## config.mk

```make
export PLATFORM = sky130hd
export DESIGN_NAME = mem_access_ctrl_flat
export DESIGN_NICKNAME = d
export VERILOG_FILES = /design/src/rtl/mem_access_ctrl_pkg.sv /design/src/rtl/mem_access_ctrl_if.sv /design/src/rtl/mem_access_ctrl_wait_counter.sv /design/src/rtl/mem_access_ctrl.sv /design/src/flat_wrapper.sv
export SDC_FILE = /design/constraint.sdc
export NUM_CORES = 1
export LEC_CHECK = 0
export ABC_AREA = 1
export BUFFER_PORTS_ARGS = -buffer_cell sky130_fd_sc_hd__buf_2
export CAP_MARGIN = 25
export CORE_MARGIN = 1
export CORE_UTILIZATION = 30
export CTS_BUF_LIST = sky130_fd_sc_hd__clkbuf_4 sky130_fd_sc_hd__clkbuf_8
export DETAILED_ROUTE_END_ITERATION = 8
export PLACE_DENSITY_LB_ADDON = 0.3
export SKIP_CTS_REPAIR_TIMING = 1
export SYNTH_ARGS = -nofsm -noshare
export SYNTH_HDL_FRONTEND = slang
export SYNTH_SLANG_ARGS = --single-unit
```

## constraint.sdc

```tcl
create_clock -name clk -period 1.8 [get_ports clk]
set_input_delay 0.09 -clock clk [delete_from_list [all_inputs] [get_ports clk]]
set_output_delay 0.09 -clock clk [all_outputs]
set_load 0.1 [all_outputs]
```

## src/rtl/mem_access_ctrl_pkg.sv

```systemverilog
// Shared processor definitions for the data-memory access controller:
// FSM encoding, bus widths and the default memory timeout.
package mem_access_ctrl_pkg;
   typedef enum logic [1:0] {
      IDLE = 2'd0,
      WAIT = 2'd1,
      DONE = 2'd2,
      ERR  = 2'd3
   } state_t;

   localparam int DATA_W          = 16;
   localparam int CNT_W           = 8;
   localparam int DEFAULT_TIMEOUT = 16;
endpackage

```

## src/rtl/mem_access_ctrl_if.sv

```systemverilog
// Data-memory request/response bus: one-cycle request strobe out, one-cycle completion strobe back.
// master = access controller, slave = data memory.
interface mem_access_ctrl_if;
   import mem_access_ctrl_pkg::*;

   logic              memEn;
   logic              memWr;
   logic [DATA_W-1:0] memAddr;
   logic [DATA_W-1:0] memWrData;
   logic              memDone;
   logic [DATA_W-1:0] memRdData;

   modport master (output memEn, memWr, memAddr, memWrData, input memDone, memRdData);
   modport slave  (input memEn, memWr, memAddr, memWrData, output memDone, memRdData);
endinterface

```

## src/rtl/mem_access_ctrl_wait_counter.sv

```systemverilog
// Register cell with synchronous reset and load enable, and the 8-bit memory wait counter built from it.
// Counter: clear has priority over enable; both take effect at the next rising edge.
module dff #(
   parameter int W = 1
) (
   input  logic         clk,
   input  logic         rst,
   input  logic         en,
   input  logic [W-1:0] d,
   output logic [W-1:0] q
);
   always_ff @(posedge clk) begin
      if (rst)     q <= '0;
      else if (en) q <= d;
   end
endmodule

module wait_counter
   import mem_access_ctrl_pkg::*;
(
   input  logic             clk,
   input  logic             rst,
   input  logic             clr,
   input  logic             en,
   output logic [CNT_W-1:0] count
);
   logic [CNT_W-1:0] countNext;
   logic             load;

   assign load      = clr | en;
   assign countNext = clr ? '0 : count + 1'b1;

   dff #(.W(CNT_W)) uCount (.clk(clk), .rst(rst), .en(load), .d(countNext), .q(count));
endmodule

```

## src/rtl/mem_access_ctrl.sv

```systemverilog
// EX/MEM data-memory access controller: issues one request, stalls the pipeline until completion,
// releases for one DONE cycle; misalignment or timeout lands in a sticky ERR state.
module mem_access_ctrl
   import mem_access_ctrl_pkg::*;
#(
   parameter int TIMEOUT = DEFAULT_TIMEOUT
) (
   input  logic              clk,
   input  logic              rst,
   input  logic              memRead,
   input  logic              memWrite,
   input  logic [DATA_W-1:0] ALURes,
   input  logic [DATA_W-1:0] readData2,
   output logic [DATA_W-1:0] readDataOut,
   output logic              stall,
   output logic              err,
   mem_access_ctrl_if.master mem
);
   state_t            state;
   state_t            nextState;
   logic [CNT_W-1:0]  waitCnt;
   logic              cntClr;
   logic              cntEn;
   logic              issue;
   logic              capture;
   logic              memEnC;
   logic              memWrQ;
   logic [DATA_W-1:0] memAddrQ;
   logic [DATA_W-1:0] memWrDataQ;
   logic              req;

   assign req = memRead | memWrite;

   always_ff @(posedge clk) begin
      if (rst) state <= IDLE;
      else     state <= nextState;
   end

   always_comb begin
      nextState = state;
      memEnC    = 1'b0;
      stall     = 1'b0;
      issue     = 1'b0;
      capture   = 1'b0;
      cntClr    = 1'b0;
      cntEn     = 1'b0;
      case (state)
         IDLE: begin
            if (req) begin
               stall = 1'b1;
               if (ALURes[0]) begin
                  nextState = ERR;
               end else begin
                  memEnC    = 1'b1;
                  issue     = 1'b1;
                  nextState = WAIT;
               end
            end
         end
         WAIT: begin
            stall = 1'b1;
            if (mem.memDone) begin
               // Stores leave the last load result in place.
               capture   = ~memWrQ;
               cntClr    = 1'b1;
               nextState = DONE;
            end else if (waitCnt == CNT_W'(TIMEOUT - 1)) begin
               cntClr    = 1'b1;
               nextState = ERR;
            end else begin
               cntEn = 1'b1;
            end
         end
         DONE: nextState = IDLE;
         ERR:  stall = 1'b1;
      endcase
      if (rst) begin
         memEnC  = 1'b0;
         stall   = 1'b0;
         issue   = 1'b0;
         capture = 1'b0;
      end
   end

   // Write wins when both load and store are requested.
   dff #(.W(1))      uMemWr     (.clk(clk), .rst(rst), .en(issue),   .d(memWrite),      .q(memWrQ));
   dff #(.W(DATA_W)) uMemAddr   (.clk(clk), .rst(rst), .en(issue),   .d(ALURes),        .q(memAddrQ));
   dff #(.W(DATA_W)) uMemWrData (.clk(clk), .rst(rst), .en(issue),   .d(readData2),     .q(memWrDataQ));
   dff #(.W(DATA_W)) uRdData    (.clk(clk), .rst(rst), .en(capture), .d(mem.memRdData), .q(readDataOut));
   dff #(.W(1))      uErr       (.clk(clk), .rst(rst), .en(nextState == ERR), .d(1'b1), .q(err));

   wait_counter uWaitCnt (.clk(clk), .rst(rst), .clr(cntClr), .en(cntEn), .count(waitCnt));

   assign mem.memEn     = memEnC;
   assign mem.memWr     = memWrQ;
   assign mem.memAddr   = memAddrQ;
   assign mem.memWrData = memWrDataQ;
endmodule

```

## src/flat_wrapper.sv

```systemverilog
// flat-port wrapper written by rule: the top's interface ports become plain ports
module mem_access_ctrl_flat import mem_access_ctrl_pkg::*;
#(
   parameter int TIMEOUT = DEFAULT_TIMEOUT
)
  (clk, rst, memRead, memWrite, ALURes, readData2, readDataOut, stall, err, mem_memEn, mem_memWr, mem_memAddr, mem_memWrData, mem_memDone, mem_memRdData);
  mem_access_ctrl_if mem_i ();
  input  logic clk;
  input  logic rst;
  input  logic memRead;
  input  logic memWrite;
  input  logic [DATA_W-1:0] ALURes;
  input  logic [DATA_W-1:0] readData2;
  output logic [DATA_W-1:0] readDataOut;
  output logic stall;
  output logic err;
  output wire logic [$bits(mem_i.memEn)-1:0] mem_memEn;
  output wire logic [$bits(mem_i.memWr)-1:0] mem_memWr;
  output wire logic [$bits(mem_i.memAddr)-1:0] mem_memAddr;
  output wire logic [$bits(mem_i.memWrData)-1:0] mem_memWrData;
  input wire logic [$bits(mem_i.memDone)-1:0] mem_memDone;
  input wire logic [$bits(mem_i.memRdData)-1:0] mem_memRdData;
  assign mem_memEn = mem_i.memEn;
  assign mem_memWr = mem_i.memWr;
  assign mem_memAddr = mem_i.memAddr;
  assign mem_memWrData = mem_i.memWrData;
  assign mem_i.memDone = mem_memDone;
  assign mem_i.memRdData = mem_memRdData;
  mem_access_ctrl #(.TIMEOUT(TIMEOUT)) u_core (.clk(clk), .rst(rst), .memRead(memRead), .memWrite(memWrite), .ALURes(ALURes), .readData2(readData2), .readDataOut(readDataOut), .stall(stall), .err(err), .mem(mem_i));
endmodule
```

==> impl_metrics.ini <==
[power_and_ir_drop]
total_power_mw = 3.619
ir_drop_v = 0.0006814
p_leak_nw = 1.762
power_density_nw_per_um2 = 991.7

[route]
drt_pass1_iterations = 4
wl_per_cell_um = 11.96
ant_nets = 0
vias = 2456
first_iter_violations = 115
routed_wl_mm = 6.576
via_per_inst = 4.465
drc = 0

[sta]
finClkSkew_ps = 5.364
drv_slew = 0
setup_viol = 0
fmax_mhz = 596.5
rsz0062_at_grt = false
finalCritPeriodShare_pct = 93.14
whs_ps = -18.17
worst_pin_slew_ps = 497.4
layout_min_cycle_time_ps = 1676
slew-limit-headroom_pct = 67.07
finalHoldViolations = 4

[logic_synthesis]
seq_area_frac_synth_pct = 50.50
synth_edf_count = 0
ys_types = 25
yosys_warnings = 0
synth_area_leaders = dfxtp_1, nand2_1, o21ai_2
ys_top_cells_by_count = nand2_1, dfxtp_1, nand3_1, o21ai_2, inv_1
synthArstFlopShare_pct = 0
synth_top_area_share_pct = 50.50
ys_ff_latch = 60
syn_inst = 295
yosysMostFrequentCell = nand2_1
synth_area_per_cell_um2 = 8.063
synth_top_area_cell = dfxtp_1
syn_area_um2 = 2379
syn_nets = 349
ys.flop_type = dfxtp_1

[worst_setup_path]
required_ps = 1710
path_class = flop to primary output
end_kind = primary output
arrival_ps = 1590
crit_fanout = 17
critPathLaunchType = flop
ff2ff_path_depth = 6

[global_route]
grt_pass1_wl_mm = 9.045
antenna_found_initial = 0
overflow = 0
grt_max_degree = 67
grt_use_total_pct = 13.83
grt_pass1_vias = 2061

[cts]
cts_tree = built
h-tree-depth = 3
cts.sinks = 60
cts-root-buf = clkbuf_8
ctsLongestPathBuffers = 2
path_clk_slew_ps = 70
cts_made_buffers = 9
worst_skew_pair.late_latency_ps = 330

[placement]
placed_area_um2 = 2998
post-dp-hpwl_mm = 3.712
gp_congestion = 0.7411
portBuffers = 104

[status]
status = finished with violations
violations = negative hold slack

[layout]
fillers = 768
finish.instance_area_um2 = 3650
num-nets-final = 498
drive_gt1_share_pct = 35.27
diodes = 0
area_delta_synth_final_pct = 53.45

[floorplanning]
pin_count = 105
floorplan.die.width_um = 91.04
coreArea_um2 = 7687
initial_utilization_pct = 30.94
die_h_um = 91.04
num_rows = 32
dieArea_um2 = 8288

[min_path]
holdPathStages = 3
hp-class = primary input to flop

[job]
maxCapViolations = 0
[cells by family after synthesis]
| family | Yosys count | share of synthesized area [%] |
|---|---|---|
| xor gates and xnor gates | 2 | 0.7366 |
| buffers and inverters | 33 | 6.891 |
| AOI/OAI and AO/OA | 36 | 11.36 |
| adders and majority gates | 1 | 0.5260 |
| and+or+nand+nor | 163 | 29.98 |
| DFF | 60 | 50.50 |
[area by class of cell]
cell class / count / area [µm²] / area share (%)
inverters: 17 / 63.81 / 1.748
flip-flops and latches: 60 / 1201 / 32.91
well taps: 102 / 127.6 / 3.497
clock inverters: 4 / 25.02 / 0.6856
repair buffers: 154 / 1059 / 29.00
clock buffers: 11 / 151.4 / 4.148
multi-input cells: 202 / 1022 / 28.01
[registers in the layout, indices dropped and copies added, names as in the netlist]
| name | flops |
|---|---|
| u_core.uErr.q | 1 |
| u_core.uMemWrData.q | 16 |
| u_core.uWaitCnt.uCount.q | 8 |
| u_core.state | 2 |
| u_core.uMemWr.q | 1 |
| u_core.uRdData.q | 16 |
| u_core.uMemAddr.q | 16 |
[layer usage]
layer | track usage (%) | vias up | wire, µm
met1 | 14.87 | 1116 | 2895
met2 | 23.55 | 85 | 3212
met3 | 6.030 | 5 | 411
met4 | 5.952 | 0 | 56
met5 | 0 | - | 0
li1 | - | 1250 | -
[cell usage in the layout, fill, tap and decap left out, drive strengths merged]
cell type,netlist,routed
a21oi,3,3
buf,11,109
clkbuf,5,12
clkinv,0,2
clkinvlp,0,2
dfxtp,60,60
dlygate4sd3,0,44
ha,1,1
inv,17,17
nand2,101,101
nand3,40,40
nand4,4,4
nor2,13,13
nor3,4,4
o21ai,33,33
or2,1,1
xor2,2,2
[through the flow]
step	hold WS, ps	utilization, %	setup slack, ps	setup TNS, ps	cells
after floorplan	202.7	-	75.75	0	295
after global placement	289.8	39.00	314.9	0	488
after detailed placement	294.6	39.00	315.7	0	488
after CTS	-68.06	41.29	-36.83	-36.83	503
after global routing	4.277	47.48	8.479	0	550
final	-18.17	47.48	123.5	0	550
[worst max-delay path: stages, from the launching register on]
cell       delay (ps)
dfxtp_1           330
or2_1             260
nor3_4            250
clkbuf_16         220
buf_12            180
[power by group]
group          internal [mW]  leakage (nW)  switching [mW]
Combinational          0.247          1.19           0.824
Sequential              1.42         0.489          0.0443
Clock                  0.562        0.0872           0.527
Total                   2.22          1.76            1.40
[worst paths after layout]
check | startpoint | end | slack [ps]
hold reg to reg | u_core.uMemAddr.q[0] | u_core.uMemAddr.q[0] | 440
setup / recovery | u_core.state[0] | mem_memEn | 120
hold / removal | mem_memRdData[15] | u_core.uRdData.q[15] | -20
setup reg to reg | u_core.state[0] | u_core.uMemWrData.q[1] | 160
(Power assumes the default switching activity.)
